$ cat src/rtl/core_pkg.sv
// Shared control-bundle layout, forwarding encodings and bubble constant
// for the 5-stage RV32I pipeline.
package core_pkg;

    localparam int CTRL_W        = 8;
    localparam int CTRL_ALUSRC   = 7;
    localparam int CTRL_MEMTOREG = 6;
    localparam int CTRL_REGWRITE = 5;
    localparam int CTRL_MEMREAD  = 4;
    localparam int CTRL_MEMWRITE = 3;
    localparam int CTRL_BRANCH   = 2;
    localparam int CTRL_ALUOP_HI = 1;
    localparam int CTRL_ALUOP_LO = 0;

    localparam logic [1:0] FWD_RF  = 2'b00;
    localparam logic [1:0] FWD_MEM = 2'b10;
    localparam logic [1:0] FWD_WB  = 2'b01;

    localparam logic [CTRL_W-1:0] BUBBLE = '0;

endpackage

$ cat src/rtl/fwd_unit.sv
// EX-stage operand forwarding select for one source register.
// The newer EX/MEM result wins over MEM/WB; x0 never forwards.
module fwd_unit
    import core_pkg::*;
#(
    parameter int RA_W = 5
) (
    input  logic [RA_W-1:0] rs,
    input  logic            mem_regwrite,
    input  logic [RA_W-1:0] mem_rd,
    input  logic            wb_regwrite,
    input  logic [RA_W-1:0] wb_rd,
    output logic [1:0]      sel
);

    logic mem_hit;
    logic wb_hit;

    always_comb begin
        mem_hit = mem_regwrite && (mem_rd != '0) && (mem_rd == rs);
        wb_hit  = wb_regwrite && (wb_rd != '0) && (wb_rd == rs);
        sel     = FWD_RF;
        if (mem_hit) begin
            sel = FWD_MEM;
        end else if (wb_hit) begin
            sel = FWD_WB;
        end
    end

endmodule

$ cat src/rtl/ctrl_pipe_hazard.sv
// Control pipeline ID/EX -> EX/MEM -> MEM/WB with load-use stall,
// redirect flush and EX operand forwarding selects.
module ctrl_pipe_hazard
    import core_pkg::*;
#(
    parameter int RA_W = 5
) (
    input  logic            clk,
    input  logic            rst_n,
    input  logic [7:0]      id_ctrl,
    input  logic [RA_W-1:0] id_rs1,
    input  logic [RA_W-1:0] id_rs2,
    input  logic [RA_W-1:0] id_rd,
    input  logic            ex_redirect,
    output logic            pc_write,
    output logic            ifid_write,
    output logic            ifid_flush,
    output logic            ex_alusrc,
    output logic [1:0]      ex_aluop,
    output logic            ex_branch,
    output logic            mem_memread,
    output logic            mem_memwrite,
    output logic            wb_regwrite,
    output logic            wb_memtoreg,
    output logic [RA_W-1:0] ex_rd,
    output logic [RA_W-1:0] mem_rd,
    output logic [RA_W-1:0] wb_rd,
    output logic [1:0]      fwd_a,
    output logic [1:0]      fwd_b
);

    logic [7:0]      idex_ctrl_q, idex_ctrl_d;
    logic [RA_W-1:0] idex_rs1_q, idex_rs1_d;
    logic [RA_W-1:0] idex_rs2_q, idex_rs2_d;
    logic [RA_W-1:0] idex_rd_q, idex_rd_d;
    // EX/MEM: {MemtoReg, RegWrite, MemRead, MemWrite}
    logic [3:0]      exmem_ctrl_q, exmem_ctrl_d;
    logic [RA_W-1:0] exmem_rd_q, exmem_rd_d;
    // MEM/WB: {MemtoReg, RegWrite}
    logic [1:0]      memwb_ctrl_q, memwb_ctrl_d;
    logic [RA_W-1:0] memwb_rd_q, memwb_rd_d;

    logic lu;
    logic bubble;

    always_comb begin
        lu = idex_ctrl_q[CTRL_MEMREAD] && (idex_rd_q != '0) &&
             ((idex_rd_q == id_rs1) || (idex_rd_q == id_rs2));
        bubble = ex_redirect || lu;

        pc_write   = ex_redirect || !lu;
        ifid_write = ex_redirect || !lu;
        ifid_flush = ex_redirect;

        idex_ctrl_d = id_ctrl;
        idex_rs1_d  = id_rs1;
        idex_rs2_d  = id_rs2;
        idex_rd_d   = id_rd;
        if (bubble) begin
            idex_ctrl_d = BUBBLE;
            idex_rs1_d  = '0;
            idex_rs2_d  = '0;
            idex_rd_d   = '0;
        end

        exmem_ctrl_d = {idex_ctrl_q[CTRL_MEMTOREG], idex_ctrl_q[CTRL_REGWRITE],
                        idex_ctrl_q[CTRL_MEMREAD], idex_ctrl_q[CTRL_MEMWRITE]};
        exmem_rd_d   = idex_rd_q;
        memwb_ctrl_d = exmem_ctrl_q[3:2];
        memwb_rd_d   = exmem_rd_q;
    end

    always_ff @(posedge clk) begin
        if (!rst_n) begin
            idex_ctrl_q  <= BUBBLE;
            idex_rs1_q   <= '0;
            idex_rs2_q   <= '0;
            idex_rd_q    <= '0;
            exmem_ctrl_q <= '0;
            exmem_rd_q   <= '0;
            memwb_ctrl_q <= '0;
            memwb_rd_q   <= '0;
        end else begin
            idex_ctrl_q  <= idex_ctrl_d;
            idex_rs1_q   <= idex_rs1_d;
            idex_rs2_q   <= idex_rs2_d;
            idex_rd_q    <= idex_rd_d;
            exmem_ctrl_q <= exmem_ctrl_d;
            exmem_rd_q   <= exmem_rd_d;
            memwb_ctrl_q <= memwb_ctrl_d;
            memwb_rd_q   <= memwb_rd_d;
        end
    end

    assign ex_alusrc    = idex_ctrl_q[CTRL_ALUSRC];
    assign ex_aluop     = idex_ctrl_q[CTRL_ALUOP_HI:CTRL_ALUOP_LO];
    assign ex_branch    = idex_ctrl_q[CTRL_BRANCH];
    assign mem_memread  = exmem_ctrl_q[1];
    assign mem_memwrite = exmem_ctrl_q[0];
    assign wb_memtoreg  = memwb_ctrl_q[1];
    assign wb_regwrite  = memwb_ctrl_q[0];
    assign ex_rd        = idex_rd_q;
    assign mem_rd       = exmem_rd_q;
    assign wb_rd        = memwb_rd_q;

    fwd_unit #(.RA_W(RA_W)) u_fwd_a (
        .rs           (idex_rs1_q),
        .mem_regwrite (exmem_ctrl_q[2]),
        .mem_rd       (exmem_rd_q),
        .wb_regwrite  (memwb_ctrl_q[0]),
        .wb_rd        (memwb_rd_q),
        .sel          (fwd_a)
    );

    fwd_unit #(.RA_W(RA_W)) u_fwd_b (
        .rs           (idex_rs2_q),
        .mem_regwrite (exmem_ctrl_q[2]),
        .mem_rd       (exmem_rd_q),
        .wb_regwrite  (memwb_ctrl_q[0]),
        .wb_rd        (memwb_rd_q),
        .sel          (fwd_b)
    );

endmodule

$ cat config.mk
export PLATFORM = sky130hd
export DESIGN_NAME = ctrl_pipe_hazard
export DESIGN_NICKNAME = d
export VERILOG_FILES = /design/src/rtl/core_pkg.sv /design/src/rtl/fwd_unit.sv /design/src/rtl/ctrl_pipe_hazard.sv
export SDC_FILE = /design/constraint.sdc
export NUM_CORES = 1
export LEC_CHECK = 0
export ABC_AREA = 1
export CORE_MARGIN = 2
export CORE_UTILIZATION = 50
export CTS_BUF_LIST = sky130_fd_sc_hd__clkbuf_8
export DETAILED_ROUTE_END_ITERATION = 10
export HOLD_SLACK_MARGIN = 0.02
export PLACE_DENSITY = 0.87
export SLEW_MARGIN = 20
export SYNTH_ARGS = -nofsm -noshare
export SYNTH_HDL_FRONTEND = slang
export SYNTH_SLANG_ARGS = --single-unit
$ cat constraint.sdc
create_clock -name clk -period 3 [get_ports clk]
set_input_delay 0.3 -clock clk [delete_from_list [all_inputs] [get_ports clk]]
set_output_delay 0.3 -clock clk [all_outputs]
set_load 0.1 [all_outputs]
After elaboration in Yosys (flattened, before gate mapping)
Cells that the tools add are included.
- eq/ne operators: 6
- reductions and logical operators: 16
- muxes and demuxes: 4
- bitwise operators: 1
- operators by type and width (cell ; count):
    $eq 5x5->1 ; 6
    $reduce_bool 5->1 ; 3
    $logic_and 1x1->1 ; 8
    $mux 2 ; 2
    $logic_or 1x1->1 ; 3
    $mux 1 ; 2
    $reduce_or 2->1 ; 1
    $logic_not 1->1 ; 1
    $not 1->1 ; 1
- input port bits: 26
- word-level logic and storage cells: 35
- register bits after elaboration: 39
- output and inout bits: 30

Logic depth before layout (Yosys ltp)
Gate-level depths: netlist of the first run.
- depth in word-level cells: 5
- gate-level depth with buffers: 10
- depth with buffers taken out: 9

Modules after synthesis
A second synthesis of the first run with hierarchy kept.
- cell total of the unflattened synthesis: 273
- area total of the unflattened synthesis: 1813.0 um^2
- modules (own cells, without submodules) (module ; seq. area each (um^2) ; cells each ; instances ; area an instance (um^2)):
    ctrl_pipe_hazard ; 780.7 ; 171 ; 1 ; 1370.1
    fwd_unit ; 0.0 ; 51 ; 2 ; 221.5

Worst setup path after synthesis of the first run
Ideal clock, no wire load.
- path type: register -> output
- start: reg memwb_rd_q[3] (netlist: wb_rd[3])
- end: out fwd_b[0]
- arrival: 2.704 ns
- path slack: -0.004 ns
- stages on the path, launching flop included: 7
- path buffers: 0
- data required time: 2.700 ns
- cell sequence: dfxtp_1 -> nor2_1 -> nand2_1 -> o21ai_0 -> inv_1 -> nand4_1 -> nor2_1
- cells in the longest elaborated chain, start to end: 5
- elaborated cells between the ends (all ways): 6
- classes of those cells: eq/ne (1); mux (2); reduce/logical (3)
- ends and longest elaborated chain (what ; RTL line ; text):
    start, declared ; ctrl_pipe_hazard.sv:41 ; logic [RA_W-1:0] memwb_rd_q, memwb_rd_d;
    start signal, assigned ; ctrl_pipe_hazard.sv:91 ; memwb_rd_q <= memwb_rd_d;
    $reduce_bool 5->1 ; fwd_unit.sv:21 ; wb_hit = wb_regwrite && (wb_rd != '0) && (wb_rd == rs);
    $logic_and 1x1->1 ; fwd_unit.sv:21 ;
    $logic_and 1x1->1 * ; fwd_unit.sv:21 ;
    $mux 1 * ; fwd_unit.sv:25 ; end else if (wb_hit) begin
    $mux 2 * ; fwd_unit.sv:23 ; if (mem_hit) begin
    end, declared ; ctrl_pipe_hazard.sv:29 ; output logic [1:0] fwd_b
Every way passes the cells marked *; elsewhere a longest branch is shown, timed or not.

Worst setup path in the final report of the first run
- start: in id_rs2[4]
- end: out pc_write
- cells in the longest elaborated chain, start to end: 5
- ends and longest elaborated chain (what ; RTL line ; text):
    start, declared ; ctrl_pipe_hazard.sv:12 ; input logic [RA_W-1:0] id_rs2,
    $eq 5x5->1 ; ctrl_pipe_hazard.sv:48 ; ((idex_rd_q == id_rs1) || (idex_rd_q == id_rs2));
    $logic_or 1x1->1 ; ctrl_pipe_hazard.sv:48 ;
    $logic_and 1x1->1 ; ctrl_pipe_hazard.sv:47 ; lu = idex_ctrl_q[CTRL_MEMREAD] && (idex_rd_q != '0) &&
    $logic_not 1->1 ; ctrl_pipe_hazard.sv:51 ; pc_write = ex_redirect || !lu;
    $logic_or 1x1->1 ; ctrl_pipe_hazard.sv:51 ;
    end, declared ; ctrl_pipe_hazard.sv:15 ; output logic pc_write,
No other way between the ends.

==> results of run 1 <==
[through the flow]
stage | hold WS (ns) | util [%] | cell area (sq um) | instances | power, mW
after floorplan | 0.390 | - | 1660 | 214 | 0.697
after global placement | 0.392 | 68.8 | 2130 | 304 | 0.751
after detailed placement | 0.397 | 68.8 | 2130 | 304 | 0.754
after CTS | 0.413 | 71.4 | 2210 | 312 | 1.08
after global routing | 0.435 | 71.4 | 2210 | 312 | 1.11
final | 0.411 | 71.4 | 2210 | 312 | 1.06
[power breakdown]
part           internal, mW  switching (mW)
Clock                 0.156           0.164
Sequential            0.535          0.0153
Combinational        0.0696           0.121
Total                 0.761           0.300
[worst max-delay path by stage]
stage / start / end / depth (start not counted)
after floorplan: ex_rd[0]$_SDFF_PP0_ / pc_write / 8
final: id_rs2[4] / pc_write / 10
after global routing: id_rs2[4] / pc_write / 10
after CTS: id_rs2[4] / pc_write / 10
after detailed placement: id_rs2[4] / pc_write / 10
after global placement: id_rs2[4] / ifid_write / 10
[logic make-up (layout without fill, tap and decap cells)]
| kind of cell | after synthesis | in the layout |
|---|---|---|
| AO/OA/AOI/OAI | 3 | 3 |
| AND/OR/NAND/NOR | 92 | 92 |
| flip-flops | 39 | 39 |
| XOR/XNOR | 22 | 22 |
| buffers and inverters | 58 | 112 |
[cell usage in the layout, fill, tap and decap left out, types with 3 or more instances in the layout]
| cell type | n |
|---|---|
| nor2_2 | 12 |
| buf_4 | 23 |
| nor2_1 | 25 |
| o21ai_0 | 3 |
| nand2_1 | 41 |
| clkdlybuf4s50_1 | 33 |
| nand4_1 | 4 |
| nor3_1 | 4 |
| nand3_1 | 3 |
| xnor2_1 | 12 |
| clkbuf_8 | 5 |
| dfxtp_1 | 39 |
| inv_2 | 3 |
| xor2_1 | 10 |
| inv_1 | 47 |
[state kept, by name, summed over array words and instances, names as in the netlist]
register / cells
mem_rd: 5
wb_rd: 5
ex_rd: 5
exmem_ctrl_q: 4
idex_ctrl_q: 8
memwb_ctrl_q: 2
idex_rs2_q: 5
idex_rs1_q: 5
[per-layer routing]
layer / GRT usage [%] / up-vias / wire [microns]
li1: - / 708 / -
met1: 20.0 / 557 / 1260
met2: 29.5 / 41 / 1490
met3: 7.56 / 8 / 177
met4: 11.9 / 0 / 75
met5: 0 / - / 0
[worst register-to-register path, cell delays in order (launching register included)]
cell     delay [ns]
dfxtp_1        0.40
inv_1          0.10
nand2_1        0.06
nand2_1        0.04
nor2_1         0.10
nand3_1        0.07
nand2_1        0.08
nand2_2        0.07
nand2_4        0.25
nor2_1         0.08
[area by class of cell]
class                           instances  area [sq um]  share of cell area (%)
Clock buffer                            5          68.8                    3.11
Clock inverter                          3          12.5                   0.565
Inverter                               48           180                    8.14
Multi-Input combinational cell        117           614                    27.7
Sequential cell                        39           781                    35.3
Tap cell                               44          55.1                    2.49
Timing Repair Buffer                   56           503                    22.7
==> results_dict.tcl, run 1 <==
set metrics [dict create \
    synth_cells 214 \
    yosys-mux-area-fraction_pct 0 \
    cts_setup_buffers 0 \
    critPathArrivalTime_ns 1.75 \
    hold_path_end "memwb_ctrl_q[1]$_SDFF_PN0_" \
    synth_area_sq_mm 0.00166 \
    p_leak_nw 1.22 \
    yosys_warnings 0 \
    overflow 0 \
    drtIter0Drc 33 \
    avgSynthCellArea_sq_um 7.74 \
    fp-row-count 20 \
    synthTopCellsByArea "dfxtp_1 (47%), inv_1 (10%), nand2_1 (9.3%)" \
    synth_top_family_by_area "simple AND/OR/NAND/NOR gates" \
    slowest_delay_ns 0.49 \
    firstDrtPassIters 4 \
    critical_path_required_ns 2.70 \
    grt_usage_pct 18.4 \
    cp-end-kind "primary output" \
    setup_tns_ns 0 \
    drt-total-wl_microns 3000 \
    rr_startpoint "ex_rd[1]$_SDFF_PP0_" \
    yosysMostFrequentCell "inv_1" \
    htreeDepth 2 \
    post-place-ws_ns 0.936 \
    hold_path_depth 2 \
    crit_family "buffers and inverters" \
    vdd_drop_max_mv 0.337 \
    synth_seq_cells 39 \
    fill_cells 274 \
    diodes 0 \
    finalCriticalPeriod_ns 2.05 \
    cts-root-buf "clkbuf_8" \
    die_x_microns 61.5 \
    path_cells "clkdlybuf4s50_1 > inv_1 > nand2_1 > nand2_1 > nor2_1 > nand3_1 > nand2_1 > nand2_2 > or2_1 > buf_4" \
    netlist.area_leader.share_pct 47.2 \
    clock-sinks 39 \
    routedWlPerCell_microns 9.60 \
    grt_setup_unrepaired "false" \
    ys_seq_area_share_pct 47.2 \
    worstSetupPathType "input port to primary output" \
    via_count 1314 \
    drc_errors 0 \
    final_hold_viol_count 0 \
    timing.final.ws_setup_ns 0.948 \
    ios 56 \
    synthSimpleGateAreaFrac_pct 24.3 \
    maxCapViolations 0 \
    place.gp.congestion 0.887 \
    grt_pass1_wl_microns 4950 \
    synth_fa_ha_area_share_pct 0 \
    synth_compound_area_share_pct 0.907 \
    syn-num-nets 240 \
    cts_max_path_buffers 2 \
    hp-class "register to register" \
    die_y_microns 61.5 \
    tritoncts.num_buffers 5 \
    setup_viol 0 \
    synth_cell_types 20 \
    synthArstFlopShare_pct 0 \
    clock_skew_ns 0.00445 \
    synth_xor_area_share_pct 11.6 \
    power_density_mw_per_mm2 479 \
    grt_max_degree 24 \
    worst-path-buf-inv 3 \
    initial_core_util_pct 53.3 \
    antenna_found_initial 0 \
    synth_top_area_cell "dfxtp_1" \
    cp_slowest_cell "clkdlybuf4s50_1" \
    io_buffers 55 \
    max-slew-margin-rel_pct 34.2 \
    dieArea_sq_mm 0.00379 \
    core_sq_mm 0.00310 \
    clkLatencyLatePin_ns 0.29 \
    r2r_slack_ns 1.62 \
    synth_edf_count 0 \
    cts_hold_buf 0 \
    cts_tree "done" \
    finalCritPeriodShare_pct 68.4 \
    dpl.hpwl_microns 2370 \
    finalMaxSlewViolations 0 \
    layout-drive-gt1-share_pct 17.2 \
    path_max_fanout 2 \
    status "complete, no violations" \
    cp-start-kind "input port" \
    worst_pin_slew_ns 0.985 \
    ant_nets 0 \
    r2r-end "idex_ctrl_q[2]$_SDFF_PP0_" \
    synthToLayoutAreaGrowth_pct 33.8 \
    clk_pin_slew_ns 0.07 \
    ff2ff_path_depth 9 \
    cts_resized 0 \
    timing.fmax_mhz 487 \
    nNetsFinal 293 \
    yosys-top-cells-count "inv_1 (45), nand2_1 (41), dfxtp_1 (39)" \
    ys.flop_type "dfxtp_1" \
    vias_per_cell 4.21 \
    crit_top_cell "nand2_1" \
    grt_pass1_vias 1216 \
    holdCritStartpoint "exmem_ctrl_q[3]$_SDFF_PN0_" \
]
Power figures use the tool's default switching activity.
==> run 2: changes to the inputs <==
CORE_UTILIZATION = 47   (was 50)
PLACE_DENSITY = 0.82   (was 0.87)
clock period = 2 ns   (was 3 ns; I/O delays follow)
==> run 2 against run 1 <==
Sequential power grew 49%. Core utilization is 1.5 points lower. Non-clock buffer count up 2.
==> results_dict.tcl, run 2 (synthesis gave the netlist of run 1 again) <==
set metrics [dict create \
    status "complete, no violations" \
    vdd_drop_max_mv 0.536 \
    clock-sinks 39 \
    power.net_switching_mw 0.463 \
    htreeDepth 2 \
    max-slew-margin-rel_pct 79.5 \
    synthToLayoutAreaGrowth_pct 42.0 \
    grt_pass1_vias 1348 \
    place_area_sq_mm 0.00226 \
    final_hold_viol_count 0 \
    cp-end-kind "primary output" \
    drc_errors 0 \
    rr_startpoint "ex_rd[4]$_SDFF_PP0_" \
    cts_hold_buf 0 \
    initial_core_util_pct 49.2 \
    clk_pin_slew_ns 0.07 \
    p_leak_nw 1.28 \
    nNetsFinal 295 \
    hp-class "register to register" \
    cts-root-buf "clkbuf_8" \
    timing.fmax_mhz 530 \
    cts_max_path_buffers 2 \
    largest_register_ffs 8 \
    overflow 0 \
    switching_share_pct 28.2 \
    vias_per_cell 4.28 \
    cts_tree "done" \
    ant_nets 0 \
    clock_skew_ns 0.00272 \
    clkPwrFrac_pct 32.0 \
    path_max_fanout 2 \
    finalCriticalPeriod_ns 1.89 \
    dieArea_sq_mm 0.00401 \
    grt_usage_pct 18.3 \
    final_common_cell "inv_1" \
    diodes 0 \
    finalMaxSlewViolations 0 \
    cts_resized 0 \
    grt_setup_unrepaired "false" \
    ios 56 \
    tritoncts.num_buffers 5 \
    power_density_mw_per_mm2 698 \
    layout-drive-gt1-share_pct 27.5 \
    drtIter0Drc 26 \
    die_x_microns 63.3 \
    finalCritPeriodShare_pct 94.4 \
    holdCritStartpoint "idex_ctrl_q[3]$_SDFF_PP0_" \
    crit_start "id_rs1[3]" \
    p_int_mw 1.18 \
    critical_path_required_ns 1.80 \
    top_register "idex_ctrl_q" \
    place.gp.congestion 0.804 \
    grt_pass1_wl_microns 5640 \
    critPathArrivalTime_ns 1.69 \
    p_comb_share_pct 17.9 \
    maxCapViolations 0 \
    layout_common_cells "inv_1 (45), nand2_1 (41), buf_4 (26), nor2_1 (25), clkdlybuf4s50_1 (25)" \
    cp-start-kind "input port" \
    core_sq_mm 0.00336 \
    via_count 1348 \
    grt_max_degree 24 \
    fp-row-count 21 \
    fin_area_sq_mm 0.00235 \
    dpl.hpwl_microns 2450 \
    routedWlPerCell_microns 9.97 \
    cts_setup_buffers 0 \
    firstDrtPassIters 5 \
    setup_viol 0 \
    drt-total-wl_microns 3140 \
    antenna_found_initial 0 \
    setup_tns_ns 0 \
    clkLatencyLatePin_ns 0.29 \
    worstSetupPathType "input port to primary output" \
    worst_pin_slew_ns 0.307 \
    io_buffers 55 \
    die_y_microns 63.3 \
    p_seq_share_pct 50.2 \
]
[run 2: changes by cell type in the layout (fill, tap and decap cells not counted), sizes merged]
cell	previous run	this run
inv	50	48
clkdlybuf4s50	33	25
clkbuf	5	6
buf	23	33
[run 2: layer usage]
| metal | global-route usage [%] | wire length [microns] |
|---|---|---|
| met3 | 7.14 | 238 |
| met4 | 10.1 | 79 |
| met1 | 19.8 | 1320 |
| met5 | 0 | 0 |
| met2 | 30.5 | 1500 |
[run 2: final timing paths]
check | endpoint | slack, ns | cells past startpoint
hold / removal | exmem_ctrl_q[0]$_SDFF_PN0_ | 0.41 | 2
setup / recovery | ifid_write | 0.11 | 10
hold reg to reg | exmem_ctrl_q[0]$_SDFF_PN0_ | 0.41 | 2
setup reg to reg | idex_ctrl_q[5]$_SDFF_PP0_ | 0.67 | 9
[run 2: power by group through the flow]
stage | registers, mW | clock network (mW) | logic, mW
after global placement | 0.840 | 0 | 0.289
after floorplan | 0.922 | 0 | 0.121
final | 0.823 | 0.524 | 0.293
after detailed placement | 0.841 | 0 | 0.294
after CTS | 0.823 | 0.537 | 0.295
after global routing | 0.826 | 0.578 | 0.316
[run 2: layout make-up]
cell class	instances	area [sq um]
Multi-Input combinational cell	117	627
Clock inverter	1	5.00
Inverter	48	180
Fill cell	305	1010
Clock buffer	6	82.6
Tap cell	46	57.6
Timing Repair Buffer	58	586
Sequential cell	39	813
[run 2: worst max-delay path, stage by stage]
cell and delay (ns):
clkdlybuf4s50_1 0.48, inv_1 0.08, nand2_1 0.08, nand2_1 0.05, nor2_1 0.10, nand3_1 0.08
nand2_1 0.10, nand2_2 0.08, or2_4 0.26, buf_12 0.17
[run 2: through the flow]
step / hold slack (ns) / worst slack [ns] / power, mW / cells / util, %
after floorplan: 0.303 / 0.119 / 1.04 / 214 / -
after global placement: 0.392 / 0.181 / 1.13 / 308 / 67.3
after detailed placement: 0.400 / 0.126 / 1.14 / 308 / 67.3
after CTS: 0.404 / 0.121 / 1.65 / 315 / 69.9
after global routing: 0.426 / 0.0225 / 1.72 / 315 / 69.9
final: 0.412 / 0.112 / 1.64 / 315 / 69.9
